--- config.mk ---
export PLATFORM = sky130hd
export DESIGN_NAME = data_sram_initiator
export DESIGN_NICKNAME = d
export VERILOG_FILES = /design/src/rtl/data_sram_initiator_pkg.sv /design/src/rtl/data_sram_initiator_sel_to_size.sv /design/src/rtl/data_sram_initiator.sv
export SDC_FILE = /design/constraint.sdc
export NUM_CORES = 1
export LEC_CHECK = 0
export CAP_MARGIN = 20
export CORE_UTILIZATION = 35
export CTS_BUF_LIST = sky130_fd_sc_hd__clkbuf_8 sky130_fd_sc_hd__clkbuf_16
export CTS_CLUSTER_DIAMETER = 40
export DETAILED_ROUTE_END_ITERATION = 8
export PLACE_DENSITY_LB_ADDON = 0.05
export SYNTH_ARGS = -nofsm -noshare
export SYNTH_HDL_FRONTEND = slang
export SYNTH_SLANG_ARGS = --single-unit
--- constraint.sdc ---
create_clock -name clk -period 3.3 [get_ports clk]
set_input_delay 0.66 -clock clk [delete_from_list [all_inputs] [get_ports clk]]
set_output_delay 0.66 -clock clk [all_outputs]
set_load 0.03 [all_outputs]
--- src/rtl/data_sram_initiator_pkg.sv ---
// Shared definitions for the data-side SRAM-like bus initiator: FSM states and
// data_size encodings used by both the initiator and the bus-side logic.
package data_sram_initiator_pkg;

    typedef enum logic [1:0] {
        ST_IDLE      = 2'd0,
        ST_WAIT_ADDR = 2'd1,
        ST_WAIT_DATA = 2'd2,
        ST_DONE      = 2'd3
    } state_e;

    localparam logic [1:0] DATA_SIZE_BYTE = 2'd0;
    localparam logic [1:0] DATA_SIZE_HALF = 2'd1;
    localparam logic [1:0] DATA_SIZE_WORD = 2'd2;

    // Natural alignment: halves on even addresses, words on multiples of 4.
    function automatic logic misaligned(input logic [1:0] size, input logic [1:0] addr_lo);
        return ((size == DATA_SIZE_HALF) && addr_lo[0]) ||
               ((size == DATA_SIZE_WORD) && (addr_lo != 2'b00));
    endfunction

endpackage

--- src/rtl/data_sram_initiator_sel_to_size.sv ---
// Byte-lane select to bus transfer size; vld is low for lane patterns that do
// not form a naturally aligned byte, half or word (size then reads as word).
module data_sram_initiator_sel_to_size
    import data_sram_initiator_pkg::*;
(
    input  logic [3:0] sel,
    output logic [1:0] size,
    output logic       vld
);

    always_comb begin
        size = DATA_SIZE_WORD;
        vld  = 1'b0;
        case (sel)
            4'b0001, 4'b0010, 4'b0100, 4'b1000: begin
                size = DATA_SIZE_BYTE;
                vld  = 1'b1;
            end
            4'b0011, 4'b1100: begin
                size = DATA_SIZE_HALF;
                vld  = 1'b1;
            end
            4'b1111: begin
                size = DATA_SIZE_WORD;
                vld  = 1'b1;
            end
            default: begin
                size = DATA_SIZE_WORD;
                vld  = 1'b0;
            end
        endcase
    end

endmodule

--- src/rtl/data_sram_initiator.sv ---
// MEM-stage initiator for the data SRAM-like bus: one outstanding req/addr_ok/data_ok
// transaction, stalls MEM until done. Define DATA_ADDR_CHECK_EN to flag misaligned accesses.
module data_sram_initiator
    import data_sram_initiator_pkg::*;
#(
    parameter int ADDR_WIDTH = 32,
    parameter int DATA_WIDTH = 32
) (
    input  logic                  clk,
    input  logic                  rst,
    input  logic                  mem_read_flag,
    input  logic                  mem_write_flag,
    input  logic [3:0]            mem_sel,
    input  logic [ADDR_WIDTH-1:0] mem_addr,
    input  logic [DATA_WIDTH-1:0] mem_write_data,
    input  logic                  flush,
    input  logic                  pipeline_stall,
    output logic                  stall_request,
    output logic [DATA_WIDTH-1:0] ram_read_data,
    output logic                  address_error,
    output logic                  data_req,
    output logic                  data_wr,
    output logic [1:0]            data_size,
    output logic [ADDR_WIDTH-1:0] data_addr,
    output logic [DATA_WIDTH-1:0] data_wdata,
    input  logic                  data_addr_ok,
    input  logic [DATA_WIDTH-1:0] data_rdata,
    input  logic                  data_data_ok
);

    state_e                state_q, state_d;
    logic                  kill_q, kill_d;
    logic                  load_q, load_d;
    logic                  wr_q, wr_d;
    logic [1:0]            size_q, size_d;
    logic [ADDR_WIDTH-1:0] addr_q, addr_d;
    logic [DATA_WIDTH-1:0] wdata_q, wdata_d;
    logic [DATA_WIDTH-1:0] rdata_q, rdata_d;

    logic       access;
    logic [1:0] sel_size;
    logic       sel_vld;
    logic       addr_err;
    logic       issue;
    logic       req_int;
    logic       stall_int;
    logic       bypass;

    data_sram_initiator_sel_to_size u_sel_to_size (
        .sel  (mem_sel),
        .size (sel_size),
        .vld  (sel_vld)
    );

    assign access = mem_read_flag | mem_write_flag;

`ifdef DATA_ADDR_CHECK_EN
    assign addr_err = sel_vld & misaligned(sel_size, mem_addr[1:0]);
`else
    assign addr_err = 1'b0;
`endif

    assign issue = (state_q == ST_IDLE) & access & sel_vld & ~flush & ~addr_err;

    always_comb begin
        state_d   = state_q;
        kill_d    = kill_q;
        load_d    = load_q;
        wr_d      = wr_q;
        size_d    = size_q;
        addr_d    = addr_q;
        wdata_d   = wdata_q;
        rdata_d   = rdata_q;
        req_int   = 1'b0;
        stall_int = 1'b0;
        bypass    = 1'b0;
        case (state_q)
            ST_IDLE: begin
                if (issue) begin
                    req_int   = 1'b1;
                    stall_int = 1'b1;
                    kill_d    = 1'b0;
                    // A set write flag wins when both flags are raised.
                    wr_d      = mem_write_flag;
                    load_d    = ~mem_write_flag;
                    size_d    = sel_size;
                    addr_d    = mem_addr;
                    wdata_d   = mem_write_data;
                    state_d   = data_addr_ok ? ST_WAIT_DATA : ST_WAIT_ADDR;
                end
            end
            ST_WAIT_ADDR: begin
                req_int   = 1'b1;
                stall_int = 1'b1;
                if (flush) kill_d = 1'b1;
                if (data_addr_ok) state_d = ST_WAIT_DATA;
            end
            ST_WAIT_DATA: begin
                if (data_data_ok) begin
                    kill_d = 1'b0;
                    if (kill_q | flush) begin
                        state_d = ST_IDLE;
                    end else begin
                        if (load_q) begin
                            bypass  = 1'b1;
                            rdata_d = data_rdata;
                        end
                        state_d = pipeline_stall ? ST_DONE : ST_IDLE;
                    end
                end else begin
                    stall_int = 1'b1;
                    if (flush) kill_d = 1'b1;
                end
            end
            ST_DONE: begin
                if (flush | ~pipeline_stall) state_d = ST_IDLE;
            end
            default: state_d = ST_IDLE;
        endcase
    end

    always_ff @(posedge clk) begin
        if (!rst) begin
            state_q <= ST_IDLE;
            kill_q  <= 1'b0;
            load_q  <= 1'b0;
            wr_q    <= 1'b0;
            size_q  <= DATA_SIZE_BYTE;
            addr_q  <= '0;
            wdata_q <= '0;
            rdata_q <= '0;
        end else begin
            state_q <= state_d;
            kill_q  <= kill_d;
            load_q  <= load_d;
            wr_q    <= wr_d;
            size_q  <= size_d;
            addr_q  <= addr_d;
            wdata_q <= wdata_d;
            rdata_q <= rdata_d;
        end
    end

    // In IDLE the request goes out straight from the MEM stage; afterwards it is frozen.
    assign data_req      = rst & req_int;
    assign data_wr       = (state_q == ST_IDLE) ? mem_write_flag : wr_q;
    assign data_size     = (state_q == ST_IDLE) ? sel_size       : size_q;
    assign data_addr     = (state_q == ST_IDLE) ? mem_addr       : addr_q;
    assign data_wdata    = (state_q == ST_IDLE) ? mem_write_data : wdata_q;
    assign stall_request = rst & stall_int;
    assign address_error = rst & (state_q == ST_IDLE) & access & addr_err;
    assign ram_read_data = bypass ? data_rdata : rdata_q;

endmodule

==> impl_results.md <==
- Mapped Cells: 538
- # diodes: 0
- DP Wirelength: 9000 um
- Synth Area in Adders: between 1 and 1.5%
- Fin. Hold Viols: 0
- Post-synthesis mux area share: roughly a third
- Switch Pwr: about 1.5 mW
- CTS Sinks: between 100 and 150
- Register area share after synthesis: between 30 and 40%
- Worst VDD drop: between 0.3 and 0.4 mV
- Mapped Nets: roughly 650
- Fmax: between 300 and 400 MHz
- Crit end category: output port
- Sw Share: roughly a third
- Die area: ~15,000 um^2
- CTS tree: yes
- Grt total ovfl: 0
- Buf/Inv on CP: 3
- Commonest non-fill, non-tap cell in the layout: clkdlybuf4s50_1
- Most frequent cells in the layout: clkdlybuf4s50_1 (171), nand2_1 (139), dfxtp_1 (103)
- Vias in the first global route: around 4,100
- CP delay by family, top: buffers and inverters
- DR vias: around 4,400
- Root Driver: clkbuf_16
- Nets: 840
- Maximum Capacitance Violations: 0
- Largest net degree at the start of global routing: 106
- # fillers: between 1,000 and 1,500
- Final setup margin: 159 ps
- DR DRC count: 0
- Clock Tree Buf Depth: 2
- PortBufs: approximately 210
- Antenna violations before repair: 0
- Synthesized cell area: slightly above 5000 um^2
- Drt first-iter violations: between 100 and 150
- Die width: around 120 um
- Drt via density: approximately 4.8
- RSZ-0062 raised after global routing: false
- Post-synthesis async set-or-reset flop share: 0%
- Std cell rows: 44
- Post-synth top area share: around two fifths
- DP Worst Slack: -30.7 ps
- First-pass GRT wire length: 19,400 um
- Reg clk slew, reported paths: around 70 ps
- Crit path DAT: approximately 2500 ps
- Worst-margin pin slew: between 900 and 1000 ps
- Synth Area in Compound Gates: 2.78%
- Power share of the clock group: 24.4%
- XOR/XNOR share of the synthesized area: less than 1%
- Tcrit/Tclk final: a little over nine tenths
- Reg-to-Reg Start: state_q[1]
- Fin Setup TNS: 0 ps
- Final max-slew violation count: 0
- DR pass1 iterations: 4
- GP Congestion: ~0.79
- H-tree levels: 3
- Fin crit period: about 3100 ps
- Sequential share of power: between 30% and 40%
- Initial Util: a little over a third
- Top post-synthesis cells by area: dfxtp_1 (40%), mux2_2 (20%), mux2i_1 (13%)
- Hold Path Class: flop to flop
- Clk Latency, worst-skew pair: around 350 ps
- Top FF cell, synth: dfxtp_1
- Area grow syn2layout: 49.5%
- Largest family of logic cells by synthesized area: multiplexers
- Slew HR: just under 40%
- Die height: about 120 um
- Comb power frac: between 40% and 50%
- Layout cells sized above 1: approximately 17%
- Outcome: finished, final reports clean
- Hold_buf cts: 0
- CTS Buf Count: 9
- Synth unique cells: 39
- Core area: between 10,000 and 15,000 um^2
- Average size of a mapped cell: approximately 9.6 um^2
- CP required: around 2600 ps
- Crit-path cells: inv_1, ha_4, clkbuf_16, mux2_2, clkdlybuf4s50_1
- Clock skew: around 8.2 ps
- Hold wc startpoint: wdata_q[4]
- Number of flops mapped to enable cells by yosys: 0
- CP startpoint kind: flop
- GRT Total Usage: roughly 16%
- Synth Register Bits: ~100
- Internal power: between 2 and 3 mW
- CP max-delay cell: clkdlybuf4s50_1
- Routed WL per cell: between 10 and 15 um
- Ports: 210
- Worst path max stage delay: 610 ps
- Pleak: between 3 and 4 nW
- Routed WL: about 13,000 um
- Simple-gate share of the synthesized area: 16.5%
- PwrDens: about 570 nW/um^2
- Critical path startpoint: state_q[1]
- Final setup viols: 0
- Critical Path Fanout Max: 19
- Yosys top cell by area: dfxtp_1
- Routed Antenna Nets: 0
- Yosys warns: 0
- Kind of critical path: flop to output port
==> power by group through the flow <==
| stage | Clock, mW | Combinational [mW] | Sequential (mW) |
|---|---|---|---|
| 6_report | 1.07 | 1.96 | 1.35 |
| 5_1_grt | 1.17 | 2.08 | 1.36 |
| 4_1_cts | 1.12 | 1.96 | 1.35 |
| 3_5_place_dp | 0 | 1.95 | 1.38 |
| 3_3_place_gp | 0 | 1.94 | 1.37 |
| 2_1_floorplan | 0 | 1.18 | 1.36 |
==> synth_stat cells (5+ instances only) <==
cell / count
clkbuf_1: 20
mux2i_1: 69
dfxtp_1: 103
and2_1: 32
mux2_2: 93
mux2_1: 5
buf_4: 7
buf_2: 7
inv_1: 5
nand2_1: 139
a21oi_1: 5
buf_1: 5
ha_1: 6
==> sequential cells by signal, summed over array words and instances, names as in the netlist <==
name,count
addr_q,32
rdata_q,32
wdata_q,32
size_q,2
state_q,2
kill_q,1
load_q,1
wr_q,1
==> worst register-to-register path: cells and delay by family, from the launching register on <==
kind            cells  cell delay, ps
compound gates      1             210
flops               1             360
simple gates        1             480
mux                 1             320
buf+inv             2             790
fa+ha+maj           1             400
==> per-stage QoR <==
step | util [%] | cells | hold WS [ps] | cell area, um^2 | total power [mW]
CTS | 53.2 | 914 | 458 | 7710 | 4.42
floorplan | - | 538 | 431 | 5170 | 2.55
finish | 53.4 | 915 | 454 | 7730 | 4.37
detailed placement | 51.5 | 898 | 445 | 7450 | 3.32
global placement | 51.5 | 898 | 440 | 7450 | 3.31
global route | 53.4 | 915 | 469 | 7730 | 4.61
==> logic make-up (layout without fill, tap and decap cells) <==
| group | count (synthesis) | in the layout |
|---|---|---|
| xor gates and xnor gates | 2 | 2 |
| and+or+nand+nor | 192 | 192 |
| DFF | 103 | 103 |
| adders and majority gates | 6 | 6 |
| other | 1 | 1 |
| buffers and inverters | 46 | 239 |
| AOI/OAI and AO/OA | 21 | 21 |
| muxes | 167 | 167 |
==> layer usage <==
layer	part of all wire, %	track usage (%)	wire length [um]	vias up
met5	0	0	0	-
met4	0.88	4.29	112	0
met3	7.3	5.54	935	8
met2	48	28.4	6200	136
met1	43	19.2	5550	2023
li1	-	-	-	2183
==> worst paths after layout <==
kind / to / slack [ps] / cells past startpoint
setup / recovery: data_wr / 160 / 5
hold / removal: wdata_q[4] / 450 / 2
setup reg to reg: addr_q[24] / 660 / 6
hold reg to reg: wdata_q[4] / 450 / 2
==> timing repair <==
item                       CTS  global route
pin swaps                    0             1
gates resized for setup     31             1
setup buffers                0             1
setup endpoints to repair   31            40
==> layout make-up <==
type                            count  area (um^2)  share of cell area (%)
Multi-Input combinational cell    389         2910                    37.7
Timing Repair Buffer              218         2210                    28.6
Sequential cell                   103         2060                    26.7
Tap cell                          184          230                    2.98
Clock buffer                        9          225                    2.91
Clock inverter                      7         71.3                   0.922
Inverter                            5         18.8                   0.243
(Power assumes the default switching activity.)
